## src/rtl/stopwatch_control_fsm.sv

```systemverilog
// Stopwatch control: synchronizes and debounces three raw buttons, then runs the
// start/stop/lap/reset state machine and a display-refresh request handshake.

module stopwatch_debounce #(
  parameter int CYCLES = 1000
) (
  input  logic clk,
  input  logic res,
  input  logic ena,
  input  logic btn,
  output logic level
);
  localparam int CW = $clog2(CYCLES + 1);

  logic [1:0]    sync;
  logic [CW-1:0] cnt;

  always_ff @(posedge clk or posedge res) begin
    if (res) begin
      sync  <= '0;
      cnt   <= '0;
      level <= 1'b0;
    end else if (ena) begin
      sync <= {sync[0], btn};
      if (sync[1] == level) begin
        cnt <= '0;
      end else if (cnt == CW'(CYCLES - 1)) begin
        level <= ~level;
        cnt   <= '0;
      end else begin
        cnt <= cnt + 1'b1;
      end
    end
  end
endmodule

module stopwatch_control_fsm #(
  parameter int DEBOUNCE_CYCLES = 1000,
  parameter int REFRESH_CYCLES  = 10000
) (
  input  logic       clk,
  input  logic       res,
  input  logic       ena,
  input  logic       i_start_stop,
  input  logic       i_lap,
  input  logic       i_reset,
  input  logic       i_disp_ack,
  output logic       o_count_en,
  output logic       o_count_clr,
  output logic       o_lap_capture,
  output logic       o_lap_hold,
  output logic       o_disp_req,
  output logic [2:0] o_state
);
  localparam int NUM_BTN = 3;
  localparam int RW      = (REFRESH_CYCLES > 1) ? $clog2(REFRESH_CYCLES) : 1;
  localparam int B_SS    = 0;
  localparam int B_LAP   = 1;
  localparam int B_RST   = 2;

  typedef enum logic [2:0] {
    CLEARED     = 3'd0,
    RUNNING     = 3'd1,
    STOPPED     = 3'd2,
    LAP_RUNNING = 3'd3,
    LAP_STOPPED = 3'd4
  } state_t;

  logic [NUM_BTN-1:0] raw, lvl, lvl_d, press_q;
  state_t             state, state_nxt;
  logic               clr_nxt, cap_nxt;
  logic [RW-1:0]      rcnt;
  logic               wrap, trig_q;

  assign raw = {i_reset, i_lap, i_start_stop};

  for (genvar b = 0; b < NUM_BTN; b++) begin : g_btn
    stopwatch_debounce #(.CYCLES(DEBOUNCE_CYCLES)) u_db (
      .clk  (clk),
      .res  (res),
      .ena  (ena),
      .btn  (raw[b]),
      .level(lvl[b])
    );
  end

  // Reset outranks start/stop, which outranks lap; losers in the same cycle are dropped.
  always_comb begin
    state_nxt = state;
    clr_nxt   = 1'b0;
    cap_nxt   = 1'b0;
    if (press_q[B_RST]) begin
      state_nxt = CLEARED;
      clr_nxt   = 1'b1;
    end else if (press_q[B_SS]) begin
      case (state)
        CLEARED:     state_nxt = RUNNING;
        RUNNING:     state_nxt = STOPPED;
        STOPPED:     state_nxt = RUNNING;
        LAP_RUNNING: state_nxt = LAP_STOPPED;
        LAP_STOPPED: state_nxt = LAP_RUNNING;
        default:     state_nxt = CLEARED;
      endcase
    end else if (press_q[B_LAP]) begin
      case (state)
        CLEARED:     state_nxt = CLEARED;
        STOPPED:     state_nxt = STOPPED;
        RUNNING: begin
          state_nxt = LAP_RUNNING;
          cap_nxt   = 1'b1;
        end
        LAP_RUNNING: state_nxt = RUNNING;
        LAP_STOPPED: state_nxt = STOPPED;
        default:     state_nxt = CLEARED;
      endcase
    end else if (state > LAP_STOPPED) begin
      state_nxt = CLEARED;
    end
  end

  assign wrap    = (rcnt == RW'(REFRESH_CYCLES - 1));
  assign o_state = state;

  always_ff @(posedge clk or posedge res) begin
    if (res) begin
      lvl_d         <= '0;
      press_q       <= '0;
      state         <= CLEARED;
      o_count_en    <= 1'b0;
      o_count_clr   <= 1'b0;
      o_lap_capture <= 1'b0;
      o_lap_hold    <= 1'b0;
      o_disp_req    <= 1'b0;
      rcnt          <= '0;
      trig_q        <= 1'b0;
    end else if (ena) begin
      lvl_d         <= lvl;
      press_q       <= lvl & ~lvl_d;
      state         <= state_nxt;
      o_count_clr   <= clr_nxt;
      o_lap_capture <= cap_nxt;
      o_count_en    <= (state_nxt == RUNNING) || (state_nxt == LAP_RUNNING);
      o_lap_hold    <= (state_nxt == LAP_RUNNING) || (state_nxt == LAP_STOPPED);
      rcnt          <= wrap ? '0 : rcnt + 1'b1;
      trig_q        <= (state_nxt != state) || wrap;
      // A trigger landing on the ack edge re-arms the request instead of being lost.
      o_disp_req    <= trig_q || (o_disp_req && !i_disp_ack);
    end else begin
      o_count_en    <= 1'b0;
      o_count_clr   <= 1'b0;
      o_lap_capture <= 1'b0;
    end
  end
endmodule

```

## config.mk

```make
export PLATFORM = sky130hd
export DESIGN_NAME = stopwatch_control_fsm
export DESIGN_NICKNAME = d
export VERILOG_FILES = /design/src/rtl/stopwatch_control_fsm.sv
export SDC_FILE = /design/constraint.sdc
export NUM_CORES = 1
export LEC_CHECK = 0
export CAP_MARGIN = 0
export CORE_MARGIN = 3
export CORE_UTILIZATION = 35
export CTS_CLUSTER_DIAMETER = 60
export DETAILED_ROUTE_END_ITERATION = 6
export GPL_ROUTABILITY_DRIVEN = 0
export PLACE_DENSITY_LB_ADDON = 0.3
export SYNTH_ARGS = -nofsm -noshare
export SYNTH_HDL_FRONTEND = slang
export SYNTH_SLANG_ARGS = --single-unit
```

## constraint.sdc

```tcl
create_clock -name clk -period 7.5 [get_ports clk]
set_input_delay 2.25 -clock clk [delete_from_list [all_inputs] [get_ports clk]]
set_output_delay 2.25 -clock clk [all_outputs]
set_load 0.05 [all_outputs]
```

**After elaboration in Yosys (flattened, before gate mapping)**

Cells that the tools add are included.

- RAM bits: 0
- Input port bits: 7
- Register bits after elaboration: 68
- Bits in latches: 0
- Output and inout port bits: 8
- ROM bits: 0
- Memories: 0
- Word-level logic and storage cells: 80

- $mul: 0
- Bitwise gates (word level): 8
- Divide/modulo/power cells: 0
- Eq/ne operators: 15
- $add $sub $neg: 4
- Muxes and demuxes: 21
- Shift-type cells: 0
- Reductions and logical operators: 12
- $lt $le $gt $ge: 1

Operators with widths:

| operator | count |
|---|---|
| two-way mux 10 bit | 6 |
| adder 10 x 1 -> 10 bit, second input constant | 3 |
| == test 10 bit, second input constant | 3 |
| adder 14 x 1 -> 14 bit, second input constant | 1 |
| == test 14 bit, second input constant | 1 |
| two-way mux 14 bit | 1 |
| two-way mux 3 bit | 4 |
| one-hot mux 3 bit (4 select lines) | 1 |
| == test 3 x 2 -> 1 bit, second input constant | 3 |
| AND reduction 3 bit | 3 |
| two-way mux 1 bit | 8 |
| == test 3 x 1 -> 1 bit, second input constant | 2 |
| == test 3 bit, second input constant | 2 |
| inverter 1 bit | 6 |
| one-hot mux 2 bit (3 select lines) | 1 |
| logical OR 1 bit | 4 |
| OR reduction 2 bit | 2 |
| AND 3 bit | 1 |
| == test 1 bit | 3 |
| > comparator 3 bit, second input constant | 1 |
| logical NOT 3 bit | 1 |
| inequality test 3 bit | 1 |
| inverter 3 bit | 1 |
| logical AND 1 bit | 1 |
| logical NOT 1 bit | 1 |

**Depth between registers and ports, before layout**

Gate-level depths: netlist (run 1).

- Depth in word-level cells: 9
- Depth in mapped cells: 6
- Depth with buffers taken out: 5

**By module**

From an unflattened synthesis (run 1), not the netlist that was laid out.

- Cells, all modules: 335
- Area, all modules: 3589.7 um^2

Modules (own cells, without submodules):

| module | cells an instance | sequential area each (um^2) | instances | area each (um^2) |
|---|---|---|---|---|
| stopwatch_debounce | 66 | 325.3 | 3 | 739.5 |
| stopwatch_control_fsm | 137 | 725.7 | 1 | 1371.3 |

**Least setup slack after synthesis (run 1)**

Ideal clock, no wire load.

- Kind: input to register
- Start point: input ena
- End point: register rcnt[13]
- Arrival: 3.136 ns
- Slack: 4.287 ns
- Setup time: 0.077 ns
- Buffers on the path: 0
- Stages on the path: 4
- Cell sequence: and4_1 -> nand2_1 -> or4_1 -> a21oi_1

RTL lines:

| element | line | source |
|---|---|---|
| start: declaration | 43 | `input logic ena,` |
| end signal: assignment | 144 | `rcnt <= wrap ? '0 : rcnt + 1'b1;` |
| end: declaration | 72 | `logic [RW-1:0] rcnt;` |

**Final worst setup path (run 1)**

- Start point: register state[0] (netlist: o_state[0])
- End point: output o_state[0]

RTL lines:

| element | line | source |
|---|---|---|
| start: declaration | 70 | `state_t state, state_nxt;` |
| start signal: assignment | 139 | `state <= state_nxt;` |
| end: declaration | 53 | `output logic [2:0] o_state` |

No word-level cell between the ends.

==> metrics.csv, run 1 <==
metric,value,unit
max-cap-violations,0,
tightest_slew,1080,ps
syn_area_per_cell,10.2,µm²
grt_pass1_wl,10.9,mm
clock_latency,340,ps
nNetsFinal,359,
wl_per_cell,13.0,µm
cts_hold_buf,0,
worstPathArrival,1740,ps
cts_tree,built,
synth_area_leaders,"dfrtp_1, mux2_2, xnor2_1",
ios,15,
critical_path_class,reg2out,
path_clk_slew,70,ps
ir_drop,0.0811,mV
port_buffers,14,
start_util,0.364,
skew,8.58,ps
die_width,105,µm
overflow,0,
status,"complete, no violations",
clock_path_buffers,2,
grt_pass1_vias,2397,
crit_chain,clkdlybuf4s50_1,
diodes,0,
worst_hold_path.num_cells,1,
critPathLaunchType,flip-flop,
cts_resized,0,
final-hold-violation-count,0,
max_stage_delay,870,ps
slew_violations,0,
post_cts_buffers,0,
required,5250,ps
crit_path_start,o_state[0],
setup_viol,0,
syn-num-nets,345,
hp-class,reg2reg,
synthFlopType,dfrtp_1,
via_per_inst,5.13,
ys_types,47,
placed_cell_area,3650,µm²
max_freq,250,MHz
rows,35,
h-tree-depth,3,
ys_seq_area_frac,0.501,
synth_area,3400,µm²
die-area,10900,µm²
synth-seq-cells,68,
async_flop_share,1.00,
critPathTopFamily,buffers and inverters,
synth_top_area_frac,0.501,
synth_top_cell_by_area,dfrtp_1,
num_vias,2462,
syn2layout_area_growth,13.1,%
drt_iter0_markers,112,
die_h,105,µm
ys.warnings.count,0,
cp-end-kind,output pin,
hold_end,press_q[0],
cts_root_buffer,clkbuf_8,
post-route-period-util,0.532,
critPathMaxFanout,11,
synthCells,334,
worst-path-buf-inv,1,
finalSetupTns,0,ps
coreArea,9330,µm²
rsz0062_at_grt,false,
ff2ff_setup_slack,5230,ps
place_hpwl,4.05,mm
timing.rr.end,g_btn[2].u_db.cnt[0],
synth_edf_count,0,
worstReg2RegStart,g_btn[2].u_db.cnt[1],
antenna_found_initial,0,
gr-usage-all-layers,0.120,
r2r_cells,5,
maxSlewHeadroom,0.276,
leakage,1.62,nW
layout-drive-gt1-share,0.108,
final_area,3840,µm²
hold_start,lvl_d[0],
routed_wl,6.25,mm
cts_sinks,68,
power_density,238,nW/µm²
drc,0,
firstDrtPassIters,4,
ant_nets,0,
grt_max_degree,69,
fin_crit,3990,ps
numCtsBuffers,9,
critPathSlowestCell,clkdlybuf4s50_1,
## layer usage
layer  global-route usage  part of all wire
met1                0.155              0.51
met2                0.195              0.45
met3               0.0242             0.026
met4               0.0513             0.014
met5                    0                 0
## layout by cell type (no fill, tap or decap), drive strengths merged, types with 4 or more instances in the layout
| cell type | count |
|---|---|
| a21oi | 4 |
| nor4 | 6 |
| dfrtp | 68 |
| or4 | 4 |
| o31ai | 6 |
| nor2 | 36 |
| nand4 | 11 |
| o22ai | 5 |
| nand2 | 32 |
| nor3 | 13 |
| xnor2 | 19 |
| and4 | 5 |
| and2 | 4 |
| a21o | 4 |
| a22o | 4 |
| ha | 4 |
| o2bb2ai | 7 |
| clkdlybuf4s50 | 13 |
| clkbuf | 12 |
| inv | 13 |
| mux2 | 19 |
| o21ai | 12 |
| xor2 | 7 |
| nand3 | 5 |
| and3 | 8 |
## sequential cells by signal, summed over array words and instances (netlist names)
| name | count |
|---|---|
| o_disp_req | 1 |
| o_lap_hold | 1 |
| o_count_clr | 1 |
| g_btn.u_db.sync | 6 |
| g_btn.u_db.level | 3 |
| lvl_d | 3 |
| o_lap_capture | 1 |
| g_btn.u_db.cnt | 30 |
| trig_q | 1 |
| o_count_en | 1 |
| o_state | 3 |
| press_q | 3 |
| rcnt | 14 |
## worst reg2reg max path, delay by kind of cell, from the launching register on
kind	cells	cell delay (ps)
multiplexers	1	330
AND/OR/NAND/NOR	3	1180
flip-flops	1	390
adder cells (fa/ha/maj)	1	250
## per-stage QoR
| stage | setup slack, ps | std cells | power, mW | hold slack (ps) | utilization |
|---|---|---|---|---|---|
| 2_1_floorplan | 3540 | 334 | 0.581 | 425 | - |
| 3_3_place_gp | 3550 | 466 | 0.616 | 435 | 0.392 |
| 3_5_place_dp | 3480 | 466 | 0.624 | 453 | 0.392 |
| 4_1_cts | 3490 | 480 | 0.928 | 456 | 0.412 |
| 5_1_grt | 3400 | 480 | 0.970 | 473 | 0.412 |
| 6_report | 3510 | 480 | 0.916 | 456 | 0.412 |
## synthesized netlist by cell type, types with 4 or more instances
library cell	instances
o22ai_1	5
a22o_1	4
clkbuf_1	8
nand4_1	11
and4_1	5
or4_1	4
a21oi_1	4
and2_1	4
nor2_1	36
and3_1	8
nor4_1	6
dfrtp_1	68
xor2_1	7
mux2_2	19
o21ai_0	12
ha_1	4
o31ai_1	6
nor3_1	13
nand2_1	32
a21o_1	4
inv_1	13
o2bb2ai_1	7
nand3_1	5
xnor2_1	19
## power by group
group	total, mW	leakage (nW)	internal [mW]	switching, mW
clock network	0.301	0.0983	0.168	0.133
registers	0.465	0.904	0.411	0.0540
logic	0.150	0.614	0.0735	0.0768
## cell families after synthesis
kind of cell / Yosys count / synth area share
adders and majority gates: 4 / 0.0147
xor gates and xnor gates: 26 / 0.0670
AOI/OAI and AO/OA: 56 / 0.118
muxes: 20 / 0.0659
buffers and inverters: 26 / 0.0309
and+or+nand+nor: 134 / 0.202
DFF: 68 / 0.501
## worst max path at each step
| stage | to | slack [ps] | cells after the start |
|---|---|---|---|
| floorplan | g_btn[0].u_db.cnt[0] | 3540 | 1 |
| global placement | g_btn[2].u_db.cnt[9] | 3550 | 5 |
| detailed placement | g_btn[2].u_db.cnt[9] | 3480 | 5 |
| CTS | o_state[0] | 3490 | 1 |
| global route | o_state[1] | 3400 | 1 |
| finish | o_state[0] | 3510 | 1 |
## final cells by class
cell class / count / area [µm²]
Fill cell: 908 / 5490
Sequential cell: 68 / 1700
Multi-Input combinational cell: 240 / 1590
Tap cell: 129 / 161
Clock buffer: 12 / 155
Timing Repair Buffer: 16 / 150
Inverter: 13 / 48.8
Clock inverter: 2 / 35.0
Note: power is estimated with default switching activity, not from simulation.
==> inputs of run 2 (changes only) <==
Clock period 7.5 ns to 4.19 ns, I/O delays scaled along.
==> metrics.csv, run 2 (synthesis results as in run 1) <==
metric,value,unit
status,"complete, no violations",
p_clk_frac,0.312,
power_density,417,nW/µm²
critPathLaunchType,flip-flop,
largest_reg_flops,30,
layout-drive-gt1-share,0.110,
final_cell_mix,"dfrtp_1, nor2_1, nand2_1",
critPathMaxFanout,10,
fin_crit,3030,ps
rsz0062_at_grt,false,
port_buffers,14,
placed_cell_area,3660,µm²
intPower,1.13,mW
regMostFlops,g_btn.u_db.cnt,
via_per_inst,5.25,
n_fill_cell,917,
seq_power_share,0.519,
finalSetupTns,0,ps
worst-path-buf-inv,1,
skew,6.32,ps
ir_drop,0.122,mV
swShare,0.293,
drc,0,
nNetsFinal,360,
switchingPower,0.470,mW
cts_tree,built,
h-tree-depth,3,
layoutNonFillerInstCount,483,
worstPathArrival,1770,ps
leakage,1.62,nW
rows,35,
max-cap-violations,0,
start_util,0.364,
cts_resized,0,
max_freq,330,MHz
wl_per_cell,13.2,µm
final_area,3840,µm²
die_h,105,µm
diodes,0,
slew_violations,0,
setup_viol,0,
grt_max_degree,44,
multi_input_area,1590,µm²
critPathSlowestCell,clkdlybuf4s50_1,
regArea,1700,µm²
path_clk_slew,70,ps
combPwrFrac,0.169,
final-hold-violation-count,0,
die-area,10900,µm²
dp_cells,467,
cp-end-kind,output pin,
ant_nets,0,
coreArea,9330,µm²
setup_ws,1160,ps
post-route-period-util,0.723,
critPathTopFamily,buffers and inverters,
reg_top3,"g_btn.u_db.cnt: 30 flops, rcnt: 14 flops, g_btn.u_db.sync: 6 flops",
num_vias,2534,
clock_path_buffers,2,
grt_pass1_wl,11.0,mm
gr-usage-all-layers,0.123,
dpl_worst_slack,1230,ps
firstDrtPassIters,4,
clock_latency,340,ps
crit_chain,clkdlybuf4s50_1,
ff2ff_setup_slack,1920,ps
post_cts_buffers,0,
cts_root_buffer,clkbuf_8,
maxSlewHeadroom,0.283,
overflow,0,
hold_ws,460,ps
required,2930,ps
ios,15,
hp-class,reg2reg,
power.total,1.60,mW
place_hpwl,4.31,mm
tightest_slew,1070,ps
fin_util,0.412,
cts_sinks,68,
routed_wl,6.40,mm
numCtsBuffers,9,
cts_hold_buf,0,
syn2layout_area_growth,13.1,%
final_common_cell,dfrtp_1,
max_stage_delay,880,ps
grt_pass1_vias,2403,
critical_path_class,reg2out,
die_width,105,µm
drt_iter0_markers,135,
antenna_found_initial,0,
[run 2: path summary, 6_finish.rpt]
check | cells past startpoint | to | startpoint
setup reg to reg | 5 | g_btn[2].u_db.cnt[0] | g_btn[2].u_db.cnt[1]
max in group asynchronous | 3 | g_btn[1].u_db.cnt[0] | res
setup / recovery | 1 | o_state[1] | o_state[1]
hold / removal | 1 | press_q[0] | lvl_d[0]
hold reg to reg | 1 | press_q[0] | lvl_d[0]
min in group asynchronous | 3 | rcnt[4] | res
[run 2: cell type report]
type,instances,share of cell area
clock inverter,1,0.00130
multi-input combinational,240,0.414
timing repair buffer,17,0.0410
inverter,13,0.0127
clock buffer,15,0.0459
sequential,68,0.443
tap,129,0.0420
[run 2: power groups by stage]
stage	Clock [mW]	Combinational (mW)	Sequential, mW
finish	0.500	0.271	0.831
detailed placement	0	0.272	0.841
global route	0.546	0.304	0.844
floorplan	0	0.204	0.835
CTS	0.522	0.275	0.829
global placement	0	0.267	0.840
[run 2: routing by layer]
layer | global-route usage | up-vias | part of all wire
li1 | - | 1241 | -
met2 | 0.187 | 40 | 0.45
met4 | 0.0522 | 0 | 0.014
met3 | 0.0317 | 10 | 0.032
met5 | 0 | - | 0
met1 | 0.165 | 1243 | 0.50
[run 2: worst reg2reg max path, cell delays in order (launching register included)]
cell	delay, ps
dfrtp_1	410
ha_1	260
nand4bb_1	120
nor3_1	820
nor2_1	220
mux2_2	330
